--- src/rtl/note_pkg.sv ---
// ---------------------------------------------------------------------------
// note_pkg
// Shared definitions for the note tracking path: note code width, the
// silence code and the default number of valid note codes produced by
// noteIdentification.
// ---------------------------------------------------------------------------
package note_pkg;

    localparam int NOTE_W = 4;
    typedef logic [NOTE_W-1:0] note_t;

    // Code 0 is silence; valid notes are 1..NUM_NOTES.
    localparam note_t NOTE_NONE = 4'd0;
    localparam int    NUM_NOTES = 12;

endpackage : note_pkg

--- src/rtl/sat_counter.sv ---
// ---------------------------------------------------------------------------
// sat_counter
// Up-counter that saturates at MAX.
// Ports:
//   clk    in  1  clock
//   reset  in  1  asynchronous active-low reset (count -> 0)
//   clr    in  1  restart the count; with inc also high the count restarts at 1
//   set    in  1  load MAX (lower priority than clr)
//   inc    in  1  increment by one, holding at MAX
//   count  out W  current count
// ---------------------------------------------------------------------------
module sat_counter #(
    parameter int           W   = 8,
    parameter logic [W-1:0] MAX = '1
) (
    input  logic         clk,
    input  logic         reset,
    input  logic         clr,
    input  logic         set,
    input  logic         inc,
    output logic [W-1:0] count
);

    always_ff @(posedge clk or negedge reset) begin
        if (!reset) begin
            count <= '0;
        end else if (clr) begin
            // clr+inc means "this event is the first one of a new run".
            count <= inc ? W'(1) : '0;
        end else if (set) begin
            count <= MAX;
        end else if (inc && (count != MAX)) begin
            count <= count + W'(1);
        end
    end

endmodule : sat_counter

--- src/rtl/note_tracker.sv ---
// ---------------------------------------------------------------------------
// note_tracker
// Debounces the raw per-window note codes from noteIdentification into a
// stable played note, emits single-cycle note_start / note_end events and
// measures how long each note is held. A watchdog forces silence when the
// identifier stops strobing readVal.
// Ports:
//   clk           in   1      system clock
//   reset         in   1      asynchronous active-low reset
//   note          in   4      raw note code (valid when readVal=1)
//   readVal       in   1      single-cycle strobe qualifying note
//   stable_note   out  4      committed note code, 0 = silence
//   note_valid    out  1      stable_note != 0
//   note_start    out  1      pulse: a nonzero note was committed
//   note_end      out  1      pulse: the previous nonzero note was released
//   held_cycles   out  DUR_W  cycles since the current note_start (saturating)
//   end_duration  out  DUR_W  held_cycles of the note released with note_end
// ---------------------------------------------------------------------------
module note_tracker #(
    parameter int STABLE_COUNT   = 3,
    parameter int NUM_NOTES      = note_pkg::NUM_NOTES,
    parameter int TIMEOUT_CYCLES = 1 << 20,
    parameter int DUR_W          = 24
) (
    input  logic                clk,
    input  logic                reset,
    input  note_pkg::note_t     note,
    input  logic                readVal,
    output note_pkg::note_t     stable_note,
    output logic                note_valid,
    output logic                note_start,
    output logic                note_end,
    output logic [DUR_W-1:0]    held_cycles,
    output logic [DUR_W-1:0]    end_duration
);

    import note_pkg::*;

    localparam int               CNT_W   = 4;
    localparam logic [CNT_W-1:0] SC      = CNT_W'(STABLE_COUNT);
    localparam int               WD_W    = $clog2(TIMEOUT_CYCLES + 1);
    localparam logic [WD_W-1:0]  WD_LAST = WD_W'(TIMEOUT_CYCLES - 1);

    // Out-of-range codes are treated as silence.
    function automatic note_t sanitize(input note_t code);
        if ((code == NOTE_NONE) || (code > NOTE_W'(NUM_NOTES)))
            return NOTE_NONE;
        return code;
    endfunction

    note_t             s_note;
    note_t             cand_note;
    note_t             commit_note;
    logic [CNT_W-1:0]  cand_cnt;
    logic [CNT_W-1:0]  cand_cnt_next;
    logic [WD_W-1:0]   wd_cnt;
    logic              cand_match;
    logic              rd_commit;
    logic              timeout;
    logic              commit_en;
    logic              stable_silent;

    always_comb begin
        s_note        = sanitize(note);
        cand_match    = (s_note == cand_note);
        stable_silent = (stable_note == NOTE_NONE);

        // Candidate count as it will be after this readVal.
        if (!cand_match)
            cand_cnt_next = CNT_W'(1);
        else if (cand_cnt == SC)
            cand_cnt_next = SC;
        else
            cand_cnt_next = cand_cnt + CNT_W'(1);

        // Re-reading the already committed note never re-commits.
        rd_commit = readVal && (cand_cnt_next == SC) && (s_note != stable_note);

        // A strobe in the last watchdog cycle is processed normally instead.
        timeout   = !readVal && (wd_cnt == WD_LAST);

        commit_en   = rd_commit || (timeout && !stable_silent);
        commit_note = rd_commit ? s_note : NOTE_NONE;
    end

    // Candidate run length; a timeout parks it at STABLE_COUNT on silence so
    // further silence readings are treated as repeats.
    sat_counter #(.W(CNT_W), .MAX(SC)) u_cand_cnt (
        .clk   (clk),
        .reset (reset),
        .clr   (readVal && !cand_match),
        .set   (timeout),
        .inc   (readVal),
        .count (cand_cnt)
    );

    // Hold duration: restarts on every commit and stays 0 during silence.
    sat_counter #(.W(DUR_W)) u_held (
        .clk   (clk),
        .reset (reset),
        .clr   (commit_en || stable_silent),
        .set   (1'b0),
        .inc   (!stable_silent && !commit_en),
        .count (held_cycles)
    );

    // Reading watchdog: cycles since the last readVal.
    sat_counter #(.W(WD_W)) u_wd (
        .clk   (clk),
        .reset (reset),
        .clr   (readVal || timeout),
        .set   (1'b0),
        .inc   (!(readVal || timeout)),
        .count (wd_cnt)
    );

    // Registered commit stage: stable note and event pulses.
    always_ff @(posedge clk or negedge reset) begin
        if (!reset) begin
            cand_note    <= NOTE_NONE;
            stable_note  <= NOTE_NONE;
            note_valid   <= 1'b0;
            note_start   <= 1'b0;
            note_end     <= 1'b0;
            end_duration <= '0;
        end else begin
            note_start <= 1'b0;
            note_end   <= 1'b0;

            if (readVal)
                cand_note <= s_note;
            else if (timeout)
                cand_note <= NOTE_NONE;

            if (commit_en) begin
                stable_note <= commit_note;
                note_valid  <= (commit_note != NOTE_NONE);
                note_start  <= (commit_note != NOTE_NONE);
                if (!stable_silent) begin
                    note_end     <= 1'b1;
                    end_duration <= held_cycles;
                end
            end
        end
    end

endmodule : note_tracker
--- config.mk ---
export PLATFORM = sky130hd
export DESIGN_NAME = note_tracker
export DESIGN_NICKNAME = d
export VERILOG_FILES = /design/src/rtl/note_pkg.sv /design/src/rtl/sat_counter.sv /design/src/rtl/note_tracker.sv
export SDC_FILE = /design/constraint.sdc
export NUM_CORES = 1
export LEC_CHECK = 0
export CAP_MARGIN = 25
export CORE_UTILIZATION = 40
export CTS_CLUSTER_DIAMETER = 100
export CTS_CLUSTER_SIZE = 40
export DETAILED_ROUTE_END_ITERATION = 16
export PLACE_DENSITY = 0.69
export SLEW_MARGIN = 20
export SYNTH_ARGS = -nofsm -noshare
export SYNTH_HDL_FRONTEND = slang
export SYNTH_HIERARCHICAL = 1
export SYNTH_SLANG_ARGS = --single-unit
export TNS_END_PERCENT = 10
--- constraint.sdc ---
create_clock -name clk -period 3.1 [get_ports clk]
set_input_delay 0.62 -clock clk [delete_from_list [all_inputs] [get_ports clk]]
set_output_delay 0.62 -clock clk [all_outputs]
set_load 0.1 [all_outputs]
==> summary.txt <==
Outcome
  – Status: completed

Placed design
  – Port bufs: between 60 and 70
  – RD Place Congestion: a little over 0.9
  – HPWL after detailed placement: between 10,000 and 15,000 um

Global route
  – Initial antenna violation count: 0
  – GR Overflow Total: 0
  – Largest net degree at the start of global routing: 56
  – Total Routing Usage GR: around 24%
  – Vias in the first global route: 5,609
  – First-pass GRT wire length: around 29,000 um

Detailed routing
  – WL per Instance: around 20 um
  – DR pass1 iterations: 5
  – Remaining DRCs: 0
  – Final WL: 18,000 um
  – Drt via density: ~6.5
  – Iter 0 DRT Violations: 620
  – Via Count: 5,932
  – Antenna viol nets, final: 0

Floorplanning
  – Die width: between 100 and 150 um
  – Core area: between 10,000 and 15,000 um2
  – Std-Cell Rows: 43
  – Die extent in y: ~120 um
  – Initial Util: 41.5%
  – I/O pin count: 62
  – Total die area: about 15,000 um2

Synth
  – Synth warn: 6
  – Post-synth ARST share: between 90% and 100%
  – Post-synthesis compound-gate area fraction: between 20 and 25%
  – Mapped Area: around 6000 um2
  – Synth Area in XOR/XNOR: 2.54%
  – EDFF count, synth: 0
  – Yosys cell types: a little under 90
  – Post-synthesis mux area share: 1.75%
  – Synth Area in Simple Gates: 27.5%
  – Ys flop type: dfrtp_1
  – Synth Register Bits: between 80 and 90
  – Seq/Total Area, Yosys: a little over a third
  – Synthesized-area fraction occupied by adder cells: under 10%
  – Cells after Synth: between 600 and 700
  – Syn Area/Cell: 8.83 um2
  – Largest family of logic cells by synthesized area: simple AND/OR/NAND/NOR gates

Final layout
  – Nets@finish: 734
  – Most frequent cells in the layout: buf_4 (96), nand2_1 (82), dfrtp_1 (82)
  – Commonest non-fill, non-tap cell in the layout: buf_4
  – Share of cells above drive strength 1: between 20 and 25%
  – Antenna cells: 0
  – Area growth, synth to finish: 18.3%

STA
  – Fin. max-slew vios: 0
  – Highest Clock Rate: ~340 MHz
  – Final period demand of the worst path: between 2 and 3 ns
  – Clock skew: just under 0.008 ns
  – Fin crit share: between 90% and 100%
  – Setup_tns: 0 ns
  – Hold_ws: 0.219 ns
  – Number of setup violations in the final report: 0
  – RSZ-0062 raised after global routing: no
  – Slew @ Worst Pin: roughly 0.65 ns
  – Final hold viol count: 0
  – Worst slew margin: between 50% and 60%

CTS
  – CTS buffer count: 9
  – # H-tree levels: 3
  – CTS Root Cell: clkbuf_16
  – Worst skew pair latency: 0.36 ns
  – Maximum buffer depth of the clock tree: 2
  – Clock transition at the registers of the reported paths: roughly 0.060 ns
  – Num Clock Sinks: 84
  – CTS tree: built

Critical path
  – Worst-path maximum fanout: 3
  – Slowest CP cell: or4b_4
  – Critical path, cell by cell: dlygate4sd2_1 > or2_4 > a211o_2 > a32oi_2 > or3_4 > and3_4 > inv_2 > or3_4 > or4b_4 > xor2_1 > a21oi_1
  – CP most frequent cell: or3_4
  – CP arrival: approximately 3.2 ns
  – Startpoint Class: input port
  – CP Class: in -> reg
  – Max incr delay on CP: approximately 0.54 ns
  – Crit path required time: roughly 3.3 ns
  – Worst path bufs/invs: 2
  – R2R setup slack: approximately 0.15 ns
  – Crit end category: register
  – Worst path top cell family by delay: simple AND/OR/NAND/NOR gates

Power
  – Pwr per Cell Area: between 900 and 1000 nW/um2
  – Pwr Total: just under 7000 uW
  – Leak pwr: roughly 0.0027 uW
  – Worst VDD drop: between 0.7 and 0.8 mV

Worst hold path
  – Hold Crit Class: in -> async

Run
  – Max Cap Viol: 0
## flip-flops by register name, summed over array words and instances, names as in the netlist
| name | cells |
|---|---|
| cand_note | 4 |
| end_duration | 24 |
| note_end | 1 |
| note_start | 1 |
| note_valid | 1 |
| stable_note | 4 |
| u_cand_cnt/count | 4 |
| u_held/count | 24 |
| u_wd/count | 21 |
## worst paths after layout
| check | startpoint | to | cells after the start |
|---|---|---|---|
| setup reg to reg | u_cand_cnt/count[1] | u_held/count[22] | 11 |
| hold reg to reg | cand_note[1] | cand_note[1] | 1 |
| setup / recovery | note[0] | u_held/count[22] | 11 |
| min in group clk | cand_note[1] | cand_note[1] | 1 |
| hold / removal | reset | u_wd/count[11] | 1 |
| max in group asynchronous | reset | u_wd/count[2] | 2 |
## power by group
part	switching (uW)	total (uW)	internal, uW
Clock	455	1240	788
Sequential	468	1790	1330
Combinational	2690	3790	1100
## layer usage
layer / share of wire (%) / GRT usage (%) / vias to the layer above / routed length (um)
met5: 0 / 0 / - / 0
met4: 2.0 / 9.15 / 0 / 365
met3: 6.5 / 3.60 / 35 / 1160
met2: 45 / 37.2 / 248 / 8160
met1: 46 / 34.5 / 2948 / 8270
li1: - / - / 2701 / -
## what timing repair did
item	in CTS	in global routing
buffers inserted	1	0
hold buffers	0	0
gates resized for setup	10	1
pin swaps	4	0
setup endpoints to repair	5	4
## cells by family (layout without fill, tap and decap cells)
kind of cell | Yosys count | after routing
AO/OA/AOI/OAI | 194 | 194
multiplexers | 10 | 10
XOR/XNOR | 17 | 17
flip-flops | 84 | 84
buffers and inverters | 70 | 130
AND/OR/NAND/NOR | 282 | 282
adder cells (fa/ha/maj) | 5 | 5
other | 1 | 6
## layout make-up
type	count	area [um2]
Clock inverter	4	97.6
Sequential cell	84	2100
Tap cell	180	225
Fill cell	1365	7170
Timing Repair Buffer	104	808
Multi-Input combinational cell	514	3410
Clock buffer	12	236
Inverter	10	37.5
## synth_stat cells, types with 6 or more instances
cell type / number / area (um2)
dfrtp_1: 84 / 2100
nand2_1: 82 / 308
nand3_1: 39 / 195
nor2_1: 37 / 139
a31oi_1: 36 / 225
a21oi_1: 31 / 155
clkbuf_1: 31 / 116
o211ai_1: 28 / 210
or4_1: 28 / 210
o41ai_1: 24 / 210
nand4_1: 17 / 106
nor3_1: 16 / 80.1
a211oi_1: 14 / 105
xnor2_1: 13 / 114
o21ai_0: 9 / 45.0
inv_1: 8 / 30.0
mux2i_1: 8 / 80.1
nor4_1: 8 / 50.1
buf_2: 7 / 35.0
buf_6: 7 / 78.8
or3_1: 6 / 37.5
## through the flow
step / setup WS (ns) / cell area, um2 / util, % / std cells
after detailed placement: -0.454 / 6560 / 46.5 / 891
after floorplan: -0.324 / 5880 / - / 668
final: 0.120 / 6920 / 49.1 / 908
after CTS: 0.129 / 6920 / 49.1 / 908
after global placement: -0.399 / 6560 / 46.5 / 891
after global routing: 0.0148 / 6920 / 49.1 / 908
No activity file was read; power rests on OpenSTA's default activity.
==> patch 1, RTL diff (same flow settings) <==
Reset style: synchronous (`reset`), changed in 2 clocked blocks. Comments in the files are not updated.
--- a/src/rtl/sat_counter.sv
+++ b/src/rtl/sat_counter.sv
@@ -22,5 +22,5 @@
 );
 
-    always_ff @(posedge clk or negedge reset) begin
+    always_ff @(posedge clk) begin
         if (!reset) begin
             count <= '0;
--- a/src/rtl/note_tracker.sv
+++ b/src/rtl/note_tracker.sv
@@ -116,5 +116,5 @@
 
     // Registered commit stage: stable note and event pulses.
-    always_ff @(posedge clk or negedge reset) begin
+    always_ff @(posedge clk) begin
         if (!reset) begin
             cand_note    <= NOTE_NONE;
Formal check against the unedited RTL: differs if reset is asserted again (counterexample within 4 cycles, from zero or initial values and one cycle with reset low); with reset held inactive, the same outputs for 4 cycles.
==> patch 1 against the unedited design <==
Synthesized area is 14% lower; clock skew is 2.5 ps lower; cell area is 13% lower; sequential cell count stayed put; setup slack worse by 37 ps; routed wire length is 23% lower; critical endpoint is now u_held/count[21].
Power is not compared: it rests on default switching activity, and its combinational part moved more than twofold at a synthesized area within 25%.
==> patch 1: results (changes against the unedited design) <==
wl_per_cell_um: 16.8  # was 19.8 um
fin_cells: 820  # was 908
insertion_delay_ps: 340  # was 360 ps
syn_avg_cell_area_um2: 8.59  # was 8.83 um2
grt_pass1_wl_um: 22700  # was 28700 um
yosysSeqAreaShare: 0.336  # was 0.359
post_cts_buffers: 0  # was 1
multi_input_area_share: 0.499  # was 0.493
first_global_vias: 4600  # was 5609
clock.fmax_mhz: 332  # was 336 MHz
synthMuxAreaShare: 0.00799  # was 0.0175
ys_top_cells_by_area: "dfxtp_1 34%, nand4_1 10%, nand4b_1 4.5%, nand3_1 4.0%, nand2_1 2.2%"  # was dfrtp_1 36%, nand2_1 5.3%, a31oi_1 3.8%, o211ai_1 3.6%, or4_1 3.6%
grt_use_total: 0.216  # was 0.243
gp_congestion: 0.890  # was 0.920
fin_worst_skew_ps: 5.43  # was 7.93 ps
r2r-start: "u_cand_cnt/count[0]"  # was u_cand_cnt/count[1]
antenna_found_initial: 0  # unchanged
crit_end: "u_held/count[21]"  # was u_held/count[22]
ys_types: 80  # was 87
hpwl_um: 9380  # was 11900 um
synth_xor_area_frac: 0.0262  # was 0.0254
reg2reg_to: "u_held/count[20]"  # was u_held/count[22]
seq_area_frac: 0.281  # was 0.304
n_clock_buffer: 13  # was 12
layout-drive-gt1-share: 0.222  # was 0.217
place_ws_ps: -200  # was -454 ps
hold_path.class: "flip-flop to flip-flop"  # was primary input to async pin
num-fill-cells: 1143  # was 1365
crit_start: "note[2]"  # was note[0]
status: "finished, final reports clean"  # unchanged
dp.cells: 804  # was 891
inverters: 16  # was 10
synth-compound-area-share: 0.195  # was 0.245
drt_iter0_drc: 385  # was 620
r2r_setup_slack_ps: 400  # was 150 ps
grt_max_degree: 60  # was 56
slew-limit-headroom: 0.540  # was 0.562
cp.arrival_ps: 3280  # was 3210 ps
ys_top_cells_by_count: "84 x dfxtp_1, 84 x nand4_1, 40 x nand3_1"  # was 84 x dfrtp_1, 82 x nand2_1, 39 x nand3_1
nNetsFinal: 658  # was 734
via_count: 5057  # was 5932
multi_input_gates: 437  # was 514
worstHoldPathCells: 2
r2r_cells: 12  # was 11
buffers: 99  # was 104
patch 1: through the flow:
step,setup TNS [ps],utilization,cell area (um2),hold WS (ps)
2_1_floorplan,-22.0,-,5040,453
3_3_place_gp,-712,0.470,5700,496
3_5_place_dp,-2380,0.470,5700,509
4_1_cts,0,0.494,5990,522
5_1_grt,-4.19,0.495,6000,551
6_report,0,0.495,6000,521
patch 1: metal layers:
layer	part of all wire	GRT usage
met5	0	0
met4	0.023	0.0909
met3	0.056	0.0372
met2	0.45	0.346
met1	0.47	0.286
patch 1: critical path, cell delays in order:
cell and delay [ps]:
clkdlybuf4s50_1 490, buf_4 200, or2_2 270, o21ai_1 70, a311oi_1 110, o211a_4 260
nor3_2 110, buf_4 160, o21ai_2 120, or4_2 680, a31oi_1 180
patch 1: timing repair:
item	4_1_cts	5_1_grt
gates resized for setup	0	2
hold endpoints to repair	0	0
setup endpoints to repair	0	5
==> patch 2, RTL diff (same settings) <==
Made on the original files. The parameter `DUR_W` goes from 24 to 12.
--- a/src/rtl/note_tracker.sv
+++ b/src/rtl/note_tracker.sv
@@ -21,5 +21,5 @@
     parameter int NUM_NOTES      = note_pkg::NUM_NOTES,
     parameter int TIMEOUT_CYCLES = 1 << 20,
-    parameter int DUR_W          = 24
+    parameter int DUR_W          = 12
 ) (
     input  logic                clk,
Ports: changed (resized end_duration and held_cycles); port bits go from 62 to 38. The function was not compared with the original's and may differ.
==> patch 2 against the unedited design <==
Sequential cell count fell by 24; setup slack improved by 100 ps; sequential power fell by 33%; power fell by 37%; cell area fell by 29%; clock power fell by 38%; combinational power fell by 39%; cell count fell by 29%; synthesized area fell by 30%; routed wire length fell by 39%.
==> patch 2: results (changes against the unedited design) <==
status: "finished, final reports clean"  # unchanged
post_dp_cell_area_mm2: 0.00470  # was 0.00656 mm2
crit_path_top_delay_cell: "clkdlybuf4s50_1"  # was or4b_4
fin_worst_skew_ps: 14.3  # was 7.93 ps
portBuffers: 37  # was 61
switchingPower_mw: 2.15  # was 3.61 mW
slew-limit-headroom: 0.658  # was 0.562
fin_util: 0.498  # was 0.491
grtUsageMet2: 0.341  # was 0.372
ys_types: 78  # was 87
num-fill-cells: 921  # was 1365
cts-root-buf: "clkbuf_8"  # was clkbuf_16
clk_share: 0.0418  # was 0.0483
nonClkBufAreaFrac: 0.108  # was 0.117
grt_use_total: 0.215  # was 0.243
gp_congestion: 0.876  # was 0.920
power_leakage_nw: 1.92  # was 2.65 nW
synth_cells: 453  # was 663
top_regs: "u_wd/count x21, end_duration x12, u_held/count x12"  # was end_duration x24, u_held/count x24, u_wd/count x21
seq_area_frac: 0.306  # was 0.304
clkPwrFrac: 0.178  # was 0.182
syn_avg_cell_area_um2: 9.10  # was 8.83 um2
first_global_vias: 3854  # was 5609
drt_iter0_drc: 242  # was 620
inverters: 7  # was 10
post_cts_buffers: 0  # was 1
met3WireLength_um: 689  # was 1160 um
fin_cells: 641  # was 908
place_ws_ps: -143  # was -454 ps
met3_usage: 0.0503  # was 0.0360
## patch 2: cell count changes after synthesis, moves of 10 or more
cell,unedited run,this run
nor4_1,8,20
a31o_1,0,12
dfrtp_1,84,60
nand3_1,39,8
a31oi_1,36,12
a311o_1,0,12
nand2_1,82,51
o211ai_1,28,3
o41ai_1,24,12
clkbuf_1,31,21
or4_1,28,3
## patch 2: logic make-up (layout without fill, tap and decap cells)
logic type | count (synthesis) | in the layout | synth area share
AND/OR/NAND/NOR | 187 | 187 | 0.263
AO/OA/AOI/OAI | 137 | 137 | 0.265
other | 1 | 10 | 0.000910
XOR/XNOR | 7 | 7 | 0.0149
multiplexers | 12 | 12 | 0.0294
adder cells (fa/ha/maj) | 5 | 5 | 0.0146
buffers and inverters | 44 | 90 | 0.0473
flip-flops | 60 | 60 | 0.364
## patch 2: worst max-delay path: cells and delay by family
kind            cells  cell delay (ps)
simple gates        5             1170
compound gates      3              580
buf+inv             2              560
xor+xnor            1              170
